### config.mk
export PLATFORM = sky130hd
export DESIGN_NAME = wb_arbiter_rr_2_flat
export DESIGN_NICKNAME = d
export VERILOG_FILES = /design/src/rtl/wb_arbiter_rr_2_if.sv /design/src/rtl/wb_arbiter_rr_2.sv /design/src/flat_wrapper.sv
export SDC_FILE = /design/constraint.sdc
export NUM_CORES = 1
export LEC_CHECK = 0
export BUFFER_PORTS_ARGS = -buffer_cell sky130_fd_sc_hd__buf_4
export CORE_AREA = 8 8 99 101
export CTS_BUF_LIST = sky130_fd_sc_hd__clkbuf_8
export DETAILED_ROUTE_END_ITERATION = 8
export DIE_AREA = 0 0 107 109
export PLACE_DENSITY = 0.68
export SYNTH_ARGS = -nofsm -noshare
export SYNTH_HDL_FRONTEND = slang
export SYNTH_SLANG_ARGS = --single-unit
### constraint.sdc
create_clock -name clk -period 3.34 [get_ports clk]
set_input_delay 0.501 -clock clk [delete_from_list [all_inputs] [get_ports clk]]
set_output_delay 0.501 -clock clk [all_outputs]
set_load 0.05 [all_outputs]
### src/rtl/wb_arbiter_rr_2_if.sv
// One Wishbone link between a master and a slave port.
// dat_w flows master to slave, dat_r flows slave to master.
interface wb_arbiter_rr_2_if #(
   parameter int DATA_WIDTH   = 32,
   parameter int ADDR_WIDTH   = 16,
   parameter int SELECT_WIDTH = DATA_WIDTH / 8
);
   logic [ADDR_WIDTH-1:0]   adr;
   logic [DATA_WIDTH-1:0]   dat_w;
   logic [DATA_WIDTH-1:0]   dat_r;
   logic                    we;
   logic [SELECT_WIDTH-1:0] sel;
   logic                    stb;
   logic                    cyc;
   logic                    ack;
   logic                    err;

   modport master (
      output adr, dat_w, we, sel, stb, cyc,
      input  dat_r, ack, err
   );

   modport slave (
      input  adr, dat_w, we, sel, stb, cyc,
      output dat_r, ack, err
   );
endinterface

### src/rtl/wb_arbiter_rr_2.sv
// Two-master round-robin Wishbone arbiter; a grant lasts for the owner's whole cyc.
// A watchdog answers err to the owner when the slave never terminates a strobe.
//
// state  | meaning
// G_NONE | bus idle, s_* outputs held at 0
// G_M0   | master 0 owns the slave until it drops cyc
// G_M1   | master 1 owns the slave until it drops cyc
module wb_arbiter_rr_2 #(
   parameter int DATA_WIDTH   = 32,
   parameter int ADDR_WIDTH   = 16,
   parameter int SELECT_WIDTH = DATA_WIDTH / 8,
   parameter int TIMEOUT      = 256
) (
   input  logic              clk,
   input  logic              rst_n,
   wb_arbiter_rr_2_if.slave  m0,
   wb_arbiter_rr_2_if.slave  m1,
   wb_arbiter_rr_2_if.master s
);
   localparam int TW = (TIMEOUT > 0) ? $clog2(TIMEOUT + 1) : 1;

   typedef enum logic [1:0] {
      G_NONE = 2'd0,
      G_M0   = 2'd1,
      G_M1   = 2'd2
   } grant_t;

   grant_t                  grant;
   grant_t                  grant_nxt;
   logic                    last_m1;
   logic                    last_m1_nxt;
   logic [TW-1:0]           tcount;
   logic [TW-1:0]           tcount_nxt;
   logic                    timeout;

   logic [ADDR_WIDTH-1:0]   adr_mux;
   logic [DATA_WIDTH-1:0]   dat_mux;
   logic                    we_mux;
   logic [SELECT_WIDTH-1:0] sel_mux;
   logic                    stb_mux;
   logic                    cyc_mux;

   always_ff @(posedge clk or negedge rst_n) begin
      if (!rst_n) begin
         grant   <= G_NONE;
         last_m1 <= 1'b1;
         tcount  <= '0;
      end else begin
         grant   <= grant_nxt;
         last_m1 <= last_m1_nxt;
         tcount  <= tcount_nxt;
      end
   end

   always_comb begin
      grant_nxt   = grant;
      last_m1_nxt = last_m1;
      case (grant)
         G_NONE: begin
            if (m0.cyc && m1.cyc) begin
               grant_nxt = last_m1 ? G_M0 : G_M1;
            end else if (m0.cyc) begin
               grant_nxt = G_M0;
            end else if (m1.cyc) begin
               grant_nxt = G_M1;
            end
         end
         G_M0: begin
            if (!m0.cyc) begin
               grant_nxt = m1.cyc ? G_M1 : G_NONE;
            end
         end
         G_M1: begin
            if (!m1.cyc) begin
               grant_nxt = m0.cyc ? G_M0 : G_NONE;
            end
         end
         default: grant_nxt = G_NONE;
      endcase
      if ((grant_nxt != grant) && (grant_nxt != G_NONE)) begin
         last_m1_nxt = (grant_nxt == G_M1);
      end
   end

   always_comb begin
      adr_mux = '0;
      dat_mux = '0;
      we_mux  = 1'b0;
      sel_mux = '0;
      stb_mux = 1'b0;
      cyc_mux = 1'b0;
      case (grant)
         G_M0: begin
            adr_mux = m0.adr;
            dat_mux = m0.dat_w;
            we_mux  = m0.we;
            sel_mux = m0.sel;
            stb_mux = m0.stb;
            cyc_mux = m0.cyc;
         end
         G_M1: begin
            adr_mux = m1.adr;
            dat_mux = m1.dat_w;
            we_mux  = m1.we;
            sel_mux = m1.sel;
            stb_mux = m1.stb;
            cyc_mux = m1.cyc;
         end
         default: ;
      endcase
   end

   assign timeout = (TIMEOUT > 0) && (tcount == TW'(TIMEOUT));

   // The timeout cycle withdraws the strobe, so the counter clears on its own next edge.
   always_comb begin
      tcount_nxt = '0;
      if ((TIMEOUT > 0) && (grant_nxt == grant) &&
          s.cyc && s.stb && !s.ack && !s.err) begin
         tcount_nxt = tcount + TW'(1);
      end
   end

   assign s.adr   = adr_mux;
   assign s.dat_w = dat_mux;
   assign s.we    = we_mux;
   assign s.sel   = sel_mux;
   assign s.cyc   = cyc_mux;
   assign s.stb   = stb_mux & ~timeout;

   assign m0.dat_r = s.dat_r;
   assign m1.dat_r = s.dat_r;

   // A genuine slave ack wins over a coincident watchdog expiry.
   assign m0.ack = (grant == G_M0) & s.ack;
   assign m1.ack = (grant == G_M1) & s.ack;
   assign m0.err = (grant == G_M0) & (s.err | (timeout & ~s.ack));
   assign m1.err = (grant == G_M1) & (s.err | (timeout & ~s.ack));
endmodule
### src/flat_wrapper.sv
// flat-port wrapper written by rule: the top's interface ports become plain ports
module wb_arbiter_rr_2_flat 
#(
   parameter int DATA_WIDTH   = 32,
   parameter int ADDR_WIDTH   = 16,
   parameter int SELECT_WIDTH = DATA_WIDTH / 8,
   parameter int TIMEOUT      = 256
)
  (clk, rst_n, m0_adr, m0_dat_w, m0_we, m0_sel, m0_stb, m0_cyc, m0_dat_r, m0_ack, m0_err, m1_adr, m1_dat_w, m1_we, m1_sel, m1_stb, m1_cyc, m1_dat_r, m1_ack, m1_err, s_adr, s_dat_w, s_we, s_sel, s_stb, s_cyc, s_dat_r, s_ack, s_err);
  wb_arbiter_rr_2_if #(.DATA_WIDTH(DATA_WIDTH), .ADDR_WIDTH(ADDR_WIDTH), .SELECT_WIDTH(SELECT_WIDTH)) m0_i ();
  wb_arbiter_rr_2_if #(.DATA_WIDTH(DATA_WIDTH), .ADDR_WIDTH(ADDR_WIDTH), .SELECT_WIDTH(SELECT_WIDTH)) m1_i ();
  wb_arbiter_rr_2_if #(.DATA_WIDTH(DATA_WIDTH), .ADDR_WIDTH(ADDR_WIDTH), .SELECT_WIDTH(SELECT_WIDTH)) s_i ();
  input  logic clk;
  input  logic rst_n;
  input wire logic [$bits(m0_i.adr)-1:0] m0_adr;
  input wire logic [$bits(m0_i.dat_w)-1:0] m0_dat_w;
  input wire logic [$bits(m0_i.we)-1:0] m0_we;
  input wire logic [$bits(m0_i.sel)-1:0] m0_sel;
  input wire logic [$bits(m0_i.stb)-1:0] m0_stb;
  input wire logic [$bits(m0_i.cyc)-1:0] m0_cyc;
  output wire logic [$bits(m0_i.dat_r)-1:0] m0_dat_r;
  output wire logic [$bits(m0_i.ack)-1:0] m0_ack;
  output wire logic [$bits(m0_i.err)-1:0] m0_err;
  input wire logic [$bits(m1_i.adr)-1:0] m1_adr;
  input wire logic [$bits(m1_i.dat_w)-1:0] m1_dat_w;
  input wire logic [$bits(m1_i.we)-1:0] m1_we;
  input wire logic [$bits(m1_i.sel)-1:0] m1_sel;
  input wire logic [$bits(m1_i.stb)-1:0] m1_stb;
  input wire logic [$bits(m1_i.cyc)-1:0] m1_cyc;
  output wire logic [$bits(m1_i.dat_r)-1:0] m1_dat_r;
  output wire logic [$bits(m1_i.ack)-1:0] m1_ack;
  output wire logic [$bits(m1_i.err)-1:0] m1_err;
  output wire logic [$bits(s_i.adr)-1:0] s_adr;
  output wire logic [$bits(s_i.dat_w)-1:0] s_dat_w;
  output wire logic [$bits(s_i.we)-1:0] s_we;
  output wire logic [$bits(s_i.sel)-1:0] s_sel;
  output wire logic [$bits(s_i.stb)-1:0] s_stb;
  output wire logic [$bits(s_i.cyc)-1:0] s_cyc;
  input wire logic [$bits(s_i.dat_r)-1:0] s_dat_r;
  input wire logic [$bits(s_i.ack)-1:0] s_ack;
  input wire logic [$bits(s_i.err)-1:0] s_err;
  assign m0_i.adr = m0_adr;
  assign m0_i.dat_w = m0_dat_w;
  assign m0_i.we = m0_we;
  assign m0_i.sel = m0_sel;
  assign m0_i.stb = m0_stb;
  assign m0_i.cyc = m0_cyc;
  assign m0_dat_r = m0_i.dat_r;
  assign m0_ack = m0_i.ack;
  assign m0_err = m0_i.err;
  assign m1_i.adr = m1_adr;
  assign m1_i.dat_w = m1_dat_w;
  assign m1_i.we = m1_we;
  assign m1_i.sel = m1_sel;
  assign m1_i.stb = m1_stb;
  assign m1_i.cyc = m1_cyc;
  assign m1_dat_r = m1_i.dat_r;
  assign m1_ack = m1_i.ack;
  assign m1_err = m1_i.err;
  assign s_adr = s_i.adr;
  assign s_dat_w = s_i.dat_w;
  assign s_we = s_i.we;
  assign s_sel = s_i.sel;
  assign s_stb = s_i.stb;
  assign s_cyc = s_i.cyc;
  assign s_i.dat_r = s_dat_r;
  assign s_i.ack = s_ack;
  assign s_i.err = s_err;
  wb_arbiter_rr_2 #(.DATA_WIDTH(DATA_WIDTH), .ADDR_WIDTH(ADDR_WIDTH), .SELECT_WIDTH(SELECT_WIDTH), .TIMEOUT(TIMEOUT)) u_core (.clk(clk), .rst_n(rst_n), .m0(m0_i), .m1(m1_i), .s(s_i));
endmodule
==> results of run 1 <==
## worst max-delay path: cells and delay by family, from the launching register on
| kind | cells | cell delay (ns) |
|---|---|---|
| adder cells (fa/ha/maj) | 1 | 0.49 |
| buffers and inverters | 3 | 0.77 |
| AND/OR/NAND/NOR | 1 | 0.13 |
| AO/OA/AOI/OAI | 1 | 0.13 |
| flip-flops | 1 | 0.45 |
## logic make-up (layout without fill, tap and decap cells)
kind of cell / after synthesis / after routing / synth area share
adders and majority gates: 6 / 6 / 0.0382
and+or+nand+nor: 88 / 88 / 0.197
muxes: 1 / 1 / 0.00574
DFF: 12 / 12 / 0.154
AOI/OAI and AO/OA: 70 / 70 / 0.276
xor gates and xnor gates: 7 / 7 / 0.0312
buffers and inverters: 92 / 192 / 0.298
## placed cells by master, fill, tap and decap left out, drive strengths merged, types with 2 or more instances in the layout
cell type,n
xnor2,4
nand2,5
xor2,3
nand2b,2
dfrtp,11
nor2b,2
buf,177
ha,6
inv,12
a2111oi,2
and2,2
o21ai,2
a22oi,55
a21oi,2
nor4b,2
nand3,5
nor2,65
clkbuf,3
nor3,2
## cell usage after synthesis, types with 2 or more instances
cell type  count
xor2_1         3
nor2b_1        2
nor4b_1        2
ha_1           6
xnor2_1        4
nor3_1         2
buf_1          4
nor2_1        65
nand2_1        5
a22oi_1       55
dfrtp_1       11
inv_1         10
clkbuf_1      13
and2_1         2
nand3_1        5
a2111oi_0      2
buf_4         64
nand2b_1       2
## per-layer routing
metal,part of all wire,GRT usage,routed length [µm],vias to the layer above
met4,0.023,0.0462,208,0
met3,0.14,0.0768,1250,29
met1,0.33,0.137,2930,1048
li1,-,-,-,1094
met2,0.51,0.247,4490,147
met5,0,0,0,-
## per-stage QoR
stage	std cells	total power, mW	util
floorplan	276	2.04	-
global placement	480	2.57	0.345
detailed placement	480	2.57	0.345
CTS	484	2.72	0.350
global route	484	2.86	0.350
finish	484	2.69	0.350
## final cells by class
cell class                      count  area [µm²]
Timing Repair Buffer              177        1330
Inverter                           11        41.3
Clock inverter                      1        3.75
Sequential cell                    12         302
Clock buffer                        3        41.3
Fill cell                         894        5450
Multi-Input combinational cell    172        1080
Tap cell                          108         135
## registers in the layout, summed over array words and instances, names as in the netlist
| name | count |
|---|---|
| u_core.grant | 2 |
| u_core.last_m1 | 1 |
| u_core.tcount | 9 |
## where the power goes
group          internal (mW)  switching, mW
Clock                 0.0809         0.0527
Combinational          0.710           1.65
Sequential             0.169         0.0290
Total                  0.960           1.73
## how the worst max path moves through the flow
stage                       end  slack, ns       startpoint
floorplan              s_adr[5]       0.73  u_core.grant[1]
global route        s_dat_w[21]       0.47  u_core.grant[0]
finish              s_dat_w[30]       0.61  u_core.grant[0]
detailed placement  s_dat_w[30]       0.89  u_core.grant[0]
global placement    s_dat_w[13]       0.90  u_core.grant[0]
CTS                 s_dat_w[30]       0.63  u_core.grant[0]
==> results.md, run 1 <==
- Minimum clock period: 2.73 ns
- Die span in x: 107 µm
- Crit share post-route: 0.819
- CTS tree: done
- GRT overflow: 0
- Post-synth EDFFs: 0
- Top cells by area, synth: buf_4 (24%), a22oi_1 (21%), dfrtp_1 (14%)
- WHS: 0.0987 ns
- Post-Syn Instances: 276
- R2R cell count: 7
- Worst vdd ir: 477 µV
- Worst skew pair latency: 0.24 ns
- Initial antenna violation count: 0
- Clk sinks: 12
- Primary FF master, synth: dfrtp_1
- Area after DPL: 2890 µm²
- Clock root cell: clkbuf_8
- DRC errors left: 0
- DRT Pass-1 Iters: 7
- Synth warn: 0
- Pwr dens: 918 nW/µm²
- Final Hold Viols: 0
- Worst slack, placed: 0.891 ns
- Share of cells above drive strength 1: 0.503
- Crit path max fanout: 34
- Total GRT Usage: 0.140
- Yosys reg bits: 12
- Hold WC Path Type: input pin to asynchronous set/reset pin
- Via-per-instance ratio: 4.79
- Mapped Nets: 428
- Req. time, crit path: 2.84 ns
- # rows: 34
- Design Area, Final: 2930 µm²
- Sequential element share of the synthesized area: 0.154
- Synth area leader: buf_4
- Initial Utilization: 0.234
- Max Buffers Root-to-Sink: 2
- Vias in the first global route: 2461
- # H-tree levels: 1
- RSZ-0062 raised after global routing: false
- Post-synthesis async set-or-reset flop share: 1.00
- Cell Area, Synth: 1960 µm²
- Largest net degree at the start of global routing: 36
- Antenna Nets Post-Route: 0
- Final setup margin: 0.606 ns
- Fmax: 0.366 GHz
- Post-CTS Setup Repair Bufs: 0
- Layout Nets: 529
- Mapped Avg Cell Area: 7.11 µm²
- Per-cell routed wire length: 18.3 µm
- CP Class: flip-flop to primary output
- Placeable core area: 8380 µm²
- Total die area: 11700 µm²
- Arr. time, crit path: 2.23 ns
- Status: complete, no violations
- Clk slew on worst S/H paths: 0.05 ns
- Synth unique cells: 37
- CTS Hold Bufs: 0
- Final setup viols: 0
- Worst reg2reg path startpoint: u_core.grant[0]
- CTS buffer count: 3
- Area growth, synth to finish: 49.4%
- CP max stage delay: 0.49 ns
- Die span in y: 109 µm
- DR vias: 2318
- HPWL after DPL: 7.54 mm
- Final Skew: 0.00224 ns
- Post-synth top area share: 0.245
- Starting DRT DRC Count: 115
- Setup crit end kind: primary output
- Total Neg Setup Slack: 0 ns
- Worst Tran Pin Value: 0.583 ns
- Crit-path cells: inv_1 > ha_2 > buf_4 > a22oi_1 > nor2_1 > buf_4
- ANT cells: 0
- Post-CTS resize count: 0
- Slew HR: 0.610
- I/O pins: 269
- Worst reg2reg path endpoint: u_core.tcount[8]
- Fin. max-slew vios: 0
- Startpoint types: flip-flop
- Cell mode on critical path: buf_4
- Port Buffers: 172
- Slowest cell on crit path: ha_2
- Register-to-register setup slack: 1.07 ns
- Pleak: 1.44 nW
- Gpl congestion: 0.786
- First-pass GRT wire length: 12.9 mm
- Max-cap violations: 0
- DRT Wirelength: 8.88 mm
No activity file was read; power rests on OpenSTA's default activity.
==> run 2: changes to the inputs <==
--- a/config.mk
+++ b/config.mk
@@ -5,12 +5,13 @@
 export SDC_FILE = /design/constraint.sdc
 export NUM_CORES = 1
 export LEC_CHECK = 0
+export ABC_AREA = 1
 export BUFFER_PORTS_ARGS = -buffer_cell sky130_fd_sc_hd__buf_4
-export CORE_AREA = 8 8 99 101
+export CORE_AREA = 8 8 97 99
 export CTS_BUF_LIST = sky130_fd_sc_hd__clkbuf_8
 export DETAILED_ROUTE_END_ITERATION = 8
-export DIE_AREA = 0 0 107 109
-export PLACE_DENSITY = 0.68
+export DIE_AREA = 0 0 105 107
+export PLACE_DENSITY = 0.75
 export SYNTH_ARGS = -nofsm -noshare
 export SYNTH_HDL_FRONTEND = slang
 export SYNTH_SLANG_ARGS = --single-unit
==> constraint.sdc (replaced) <==
create_clock -name clk -period 2.5 [get_ports clk]
set_input_delay 0.375 -clock clk [delete_from_list [all_inputs] [get_ports clk]]
set_output_delay 0.375 -clock clk [all_outputs]
set_load 0.05 [all_outputs]
==> run 2 against run 1 <==
Effect of this change:
- die area decreased by 3.7%
- sequential cell count did not move
- synthesized area is 4.7% higher
- register-to-register slack got worse by 0.60 ns
- core utilization up 3.5 points
- sequential share of layout area decreased by 0.40 points
- synthesized cell count increased by 30%
- cell area up 4.1%
- final cell count is 17% higher
- routed wire length rose by 4.6%
- critical endpoint is now s_dat_w[28]
- largest cell class unchanged
- highest routed layer unchanged
==> results.md, run 2 <==
- Slew HR: 0.761
- Xor and xnor area share after synthesis: 0.0128
- Synth warn: 0
- Pleak: 1.52 nW
- Main combinational cell family by area after synthesis: simple AND/OR/NAND/NOR gates
- Crit share post-route: 0.922
- Cell Area, Synth: 2050 µm²
- Synth Area in Adders: 0.0365
- Max-cap violations: 0
- Max FFs per register: 9
- Count leader, synth: nand2_1
- # H-tree levels: 1
- Synth Area in Simple Gates: 0.339
- Worst hold stages: 1
- Regs by FF count: u_core.tcount x9, u_core.grant x2, u_core.last_m1 x1
- Clock power frac: 0.063
- Worst vdd ir: 1070 µV
- Clk sinks: 12
- Post-synth top area share: 0.258
- Multiplexer area fraction after synthesis: 0
- WHS: 0.462 ns
- Footprint of the multi-input gates: 1110 µm²
- CP Buf/Inv Count: 3
- Top cells by area, synth: nand2_1 (26%), buf_4 (23%), dfrtp_1 (13%)
- Gpl congestion: 0.812
- Req. time, crit path: 2.12 ns
- Die span in y: 107 µm
- DRC errors left: 0
- Post-CTS Setup Repair Bufs: 0
- CP max stage delay: 0.44 ns
- Setup crit end kind: primary output
- Worst Setup SP: u_core.grant[1]
- Clock root cell: clkbuf_8
- Die span in x: 105 µm
- Post-Syn Instances: 358
- Cell mode on critical path: buf_4
- Most common cell after layout, fill and taps aside: buf_4
- DRT Wirelength: 9.29 mm
- Sequential element share of the synthesized area: 0.147
- Arr. time, crit path: 1.93 ns
- Final Skew: 0.000793 ns
- Total Neg Setup Slack: 0 ns
- DR vias: 2532
- Net Sw Power: 2.16 mW
- Minimum clock period: 2.31 ns
- Fin. max-slew vios: 0
- CTS tree: done
- Power share of the combinational group: 0.863
- Largest net degree at the start of global routing: 51
- Final Hold Viols: 0
- Port Buffers: 172
- Worst Tran Pin Value: 0.358 ns
- HPWL after DPL: 7.87 mm
- Layout Nets: 612
- Crit path max fanout: 35
- Share of cells above drive strength 1: 0.414
- Register-to-register setup slack: 0.47 ns
- Starting DRT DRC Count: 143
- Worst reg2reg path startpoint: u_core.grant[0]
- Synth Area in Compound Gates: 0.151
- # rows: 33
- R2R cell count: 12
- Worst skew pair latency: 0.24 ns
- Power, Total: 3.37 mW
- Synth area leader: nand2_1
- Post-synthesis async set-or-reset flop share: 1.00
- Mapped Avg Cell Area: 5.74 µm²
- Yosys reg bits: 12
- Initial antenna violation count: 0
- Worst setup path endpoint: s_dat_w[28]
- Top post-synthesis cells by count: nand2_1 (141), buf_4 (64), a21oi_1 (53)
- Vias in the first global route: 2519
- ANT cells: 0
- Antenna Nets Post-Route: 0
- Status: complete, no violations
- Total die area: 11200 µm²
- Sequential Power Share: 0.074
- Fill cell total of the finished layout: 851
- Fmax: 0.434 GHz
- CTS buffer count: 3
- Final setup viols: 0
- Clk slew on worst S/H paths: 0.05 ns
- Via-per-instance ratio: 4.49
- Most frequent cells in the layout: buf_4 (175), nand2_1 (141), a21oi_1 (53)
- DRT Pass-1 Iters: 4
- CP delay by family, top: buffers and inverters
- Hold WC Path Type: flip-flop to flip-flop
- Max Buffers Root-to-Sink: 2
- Worst reg2reg path endpoint: u_core.last_m1
- WP depth: 6
- Total GRT Usage: 0.151
- I/O pins: 269
- Placeable core area: 7930 µm²
- Primary FF master, synth: dfrtp_1
- Per-cell routed wire length: 16.5 µm
- P_int: 1.21 mW
- Sw Ratio: 0.641
- Pwr dens: 1100 nW/µm²
- Mapped Nets: 510
- Area growth, synth to finish: 48.5%
- Startpoint types: flip-flop
- Largest reg by FF count: u_core.tcount
- First-pass GRT wire length: 14.0 mm
- Initial Utilization: 0.259
- GRT overflow: 0
- Post-synth EDFFs: 0
- Crit-path cells: inv_1 > ha_2 > buf_4 > nand2_1 > a21oi_1 > buf_4
- Storage element area: 302 µm²
- Synth unique cells: 25
- CP Class: flip-flop to primary output
- Slowest cell on crit path: dfrtp_1
- RSZ-0062 raised after global routing: false
## run 2: worst min-delay path by stage
| stage | from | end | slack, ns |
|---|---|---|---|
| after floorplan | rst_n | u_core.grant[0] | 0.08 |
| after global placement | rst_n | u_core.tcount[2] | 0.22 |
| after detailed placement | rst_n | u_core.tcount[2] | 0.22 |
| after CTS | u_core.last_m1 | u_core.last_m1 | 0.46 |
| after global routing | u_core.last_m1 | u_core.last_m1 | 0.48 |
| final | u_core.tcount[0] | u_core.tcount[0] | 0.46 |
## run 2: routing by layer
metal | up-vias | GRT usage | wire length (µm)
met5 | - | 0.00893 | 0
met1 | 1102 | 0.164 | 3520
li1 | 1254 | - | -
met3 | 19 | 0.0546 | 878
met2 | 157 | 0.268 | 4680
met4 | 0 | 0.0428 | 204
## run 2: worst reg2reg max path, cell delays in order, from the launching register on
cell     delay [ns]
dfrtp_1        0.44
inv_1          0.13
ha_2           0.35
buf_4          0.29
nand2_1        0.09
nand3_1        0.11
nand2_1        0.12
nand2_1        0.10
nand2_2        0.08
nand3_1        0.10
nand2_1        0.06
nand2_1        0.05
nand2_1        0.04
## run 2: logic make-up (layout without fill, tap and decap cells)
kind of cell,after synthesis,after routing
flip-flops,12,12
adder cells (fa/ha/maj),6,6
buffers and inverters,104,205
AND/OR/NAND/NOR,173,173
XOR/XNOR,3,3
AO/OA/AOI/OAI,60,60
## run 2: repair_timing
item,in CTS,in global routing
gates resized for setup,0,0
hold endpoints to repair,11,0
hold buffers,1,0
## run 2: per-stage QoR
| step | setup slack [ns] | area, µm² | std cells | utilization |
|---|---|---|---|---|
| floorplan | 0.119 | 2050 | 358 | - |
| global placement | 0.536 | 2990 | 559 | 0.377 |
| detailed placement | 0.480 | 2990 | 559 | 0.377 |
| CTS | 0.219 | 3050 | 564 | 0.385 |
| global route | 0.0570 | 3050 | 564 | 0.385 |
| finish | 0.194 | 3050 | 564 | 0.385 |
## run 2: power by group through the flow
stage | clock [mW] | sequential [mW] | combinational [mW]
5_1_grt | 0.224 | 0.253 | 3.11
4_1_cts | 0.215 | 0.249 | 2.93
3_5_place_dp | 0 | 0.253 | 2.92
2_1_floorplan | 0 | 0.246 | 2.27
6_report | 0.211 | 0.250 | 2.91
3_3_place_gp | 0 | 0.251 | 2.88
## run 2: layout make-up
class	instances	area share
well taps	105	0.0431
inverters	23	0.0283
multi-input cells	242	0.365
flip-flops and latches	12	0.0988
repair buffers	178	0.447
clock buffers	4	0.0180
==> run 3: changes to the inputs <==
==> constraint.sdc (replaced) <==
create_clock -name clk -period 2.04 [get_ports clk]
set_input_delay 0.306 -clock clk [delete_from_list [all_inputs] [get_ports clk]]
set_output_delay 0.306 -clock clk [all_outputs]
set_load 0.05 [all_outputs]
==> run 3 against run 2 <==
Effect of this change:
- clock-buffer cell count unchanged
- total power increased by 42%
- critical path depth increased by 3
- largest cell class unchanged
- combinational power increased by 46%
- critical path type unchanged
- sequential cell count unchanged
- critical endpoint is now m1_err
- clock skew increased by 0.00078 ns
- global-route usage increased by 0.56 points
- worst hold slack got worse by 0.028 ns
==> results.md, run 3 (same netlist as run 2, synthesis figures left out) <==
- Max FFs per register: 9
- Largest net degree at the start of global routing: 32
- First-pass GRT wire length: 14.3 mm
- Fin. max-slew vios: 0
- RSZ-0062 raised after global routing: true
- Worst slack, placed: 0.206 ns
- Slowest cell on crit path: dfrtp_1
- Placeable core area: 7930 µm²
- GRT overflow: 0
- Clk slew on worst S/H paths: 0.05 ns
- Via-per-instance ratio: 4.61
- DRT Pass-1 Iters: 4
- Pleak: 1.59 nW
- Most common cell after layout, fill and taps aside: buf_4
- Regs by FF count: u_core.tcount x9, u_core.grant x2, u_core.last_m1 x1
- Worst vdd ir: 798 µV
- Total GRT Usage: 0.156
- DR vias: 2645
- Worst skew pair latency: 0.24 ns
- Hold WC Path Type: input pin to asynchronous set/reset pin
- Die span in y: 107 µm
- Largest reg by FF count: u_core.tcount
- CTS buffer count: 3
- Gpl congestion: 0.867
- Layout Nets: 622
- Slew HR: 0.838
- Design Area, Final: 3410 µm²
- Crit path max fanout: 3
- Status: complete, no violations
- Vias in the first global route: 2638
- Minimum clock period: 1.95 ns
- Worst Tran Pin Value: 0.241 ns
- Crit-path cells: inv_2 > ha_4 > nand2_2 > nor3_2 > nand2_1 > o21bai_1 > inv_1 > nor2_2 > buf_6
- DRC errors left: 0
- Max-cap violations: 0
- ANT cells: 0
- CTS tree: done
- I/O pins: 269
- Power, Total: 4.79 mW
- Startpoint types: flip-flop
- Crit share post-route: 0.956
- Setup crit end kind: primary output
- Initial antenna violation count: 0
- Clock root cell: clkbuf_8
- Area after DPL: 3210 µm²
- Antenna Nets Post-Route: 0
- CP delay by family, top: flip-flops
- Per-cell routed wire length: 17.4 µm
- Max Buffers Root-to-Sink: 2
- Clk sinks: 12
- Total die area: 11200 µm²
- Req. time, crit path: 1.73 ns
- Fmax: 0.513 GHz
- Most frequent cells in the layout: buf_4 (179), nand2_1 (140), a21oi_2 (42)
- DRT Wirelength: 9.97 mm
- CP max stage delay: 0.40 ns
- Port Buffers: 172
- CP Buf/Inv Count: 3
- Initial Utilization: 0.259
- HPWL after DPL: 8.18 mm
- # rows: 33
- Die span in x: 105 µm
- Share of cells above drive strength 1: 0.535
- CP Class: flip-flop to primary output
- Final setup margin: 0.0889 ns
- Fill cell total of the finished layout: 824
- Total Neg Setup Slack: 0 ns
- # H-tree levels: 1
- Starting DRT DRC Count: 170
- Final Hold Viols: 0
- Pwr dens: 1410 nW/µm²
- Area growth, synth to finish: 65.8%
- Arr. time, crit path: 1.65 ns
- Final Skew: 0.00157 ns
- Final setup viols: 0
run 3: where the power goes:
group          internal (mW)  switching, mW  total [mW]
combinational           1.38           2.86        4.24
clock                  0.171         0.0886       0.259
sequential             0.273         0.0169       0.290
run 3: path summary, 6_finish.rpt:
check	start	to	slack (ns)	depth (start not counted)
setup / recovery	u_core.tcount[0]	m1_err	0.09	9
hold reg to reg	u_core.last_m1	u_core.last_m1	0.49	2
hold / removal	rst_n	u_core.tcount[0]	0.43	2
min in group clk	u_core.last_m1	u_core.last_m1	0.49	2
setup reg to reg	u_core.grant[1]	u_core.tcount[2]	0.23	10
max in group asynchronous	rst_n	u_core.last_m1	1.38	2
run 3: area by class of cell:
cell class | count | area (µm²) | area share
timing repair buffer | 188 | 1500 | 0.441
multi-input combinational | 242 | 1330 | 0.389
sequential | 12 | 302 | 0.0885
tap | 105 | 131 | 0.0386
inverter | 23 | 91.3 | 0.0268
clock buffer | 4 | 55.1 | 0.0162
run 3: per-stage QoR:
step            util  std cells  hold WS (ns)
3_3_place_gp   0.405        563         0.154
5_1_grt        0.430        574         0.440
6_report       0.430        574         0.434
3_5_place_dp   0.405        563         0.151
2_1_floorplan      -        358        0.0104
4_1_cts        0.415        568         0.435
run 3: repair_timing:
item | in CTS | in global routing
resized for setup | 2 | 14
cloned | 0 | 1
setup endpoints to repair | 46 | 50
hold buffers | 1 | 0
pin swaps | 0 | 2
endpoints found under the hold margin | 11 | 0
buffers inserted | 0 | 5
run 3: routing by layer:
metal	GRT usage	wire (µm)	vias up
li1	-	-	1273
met1	0.157	3500	1175
met4	0.0479	199	0
met5	0	0	-
met3	0.0540	909	22
met2	0.296	5360	175
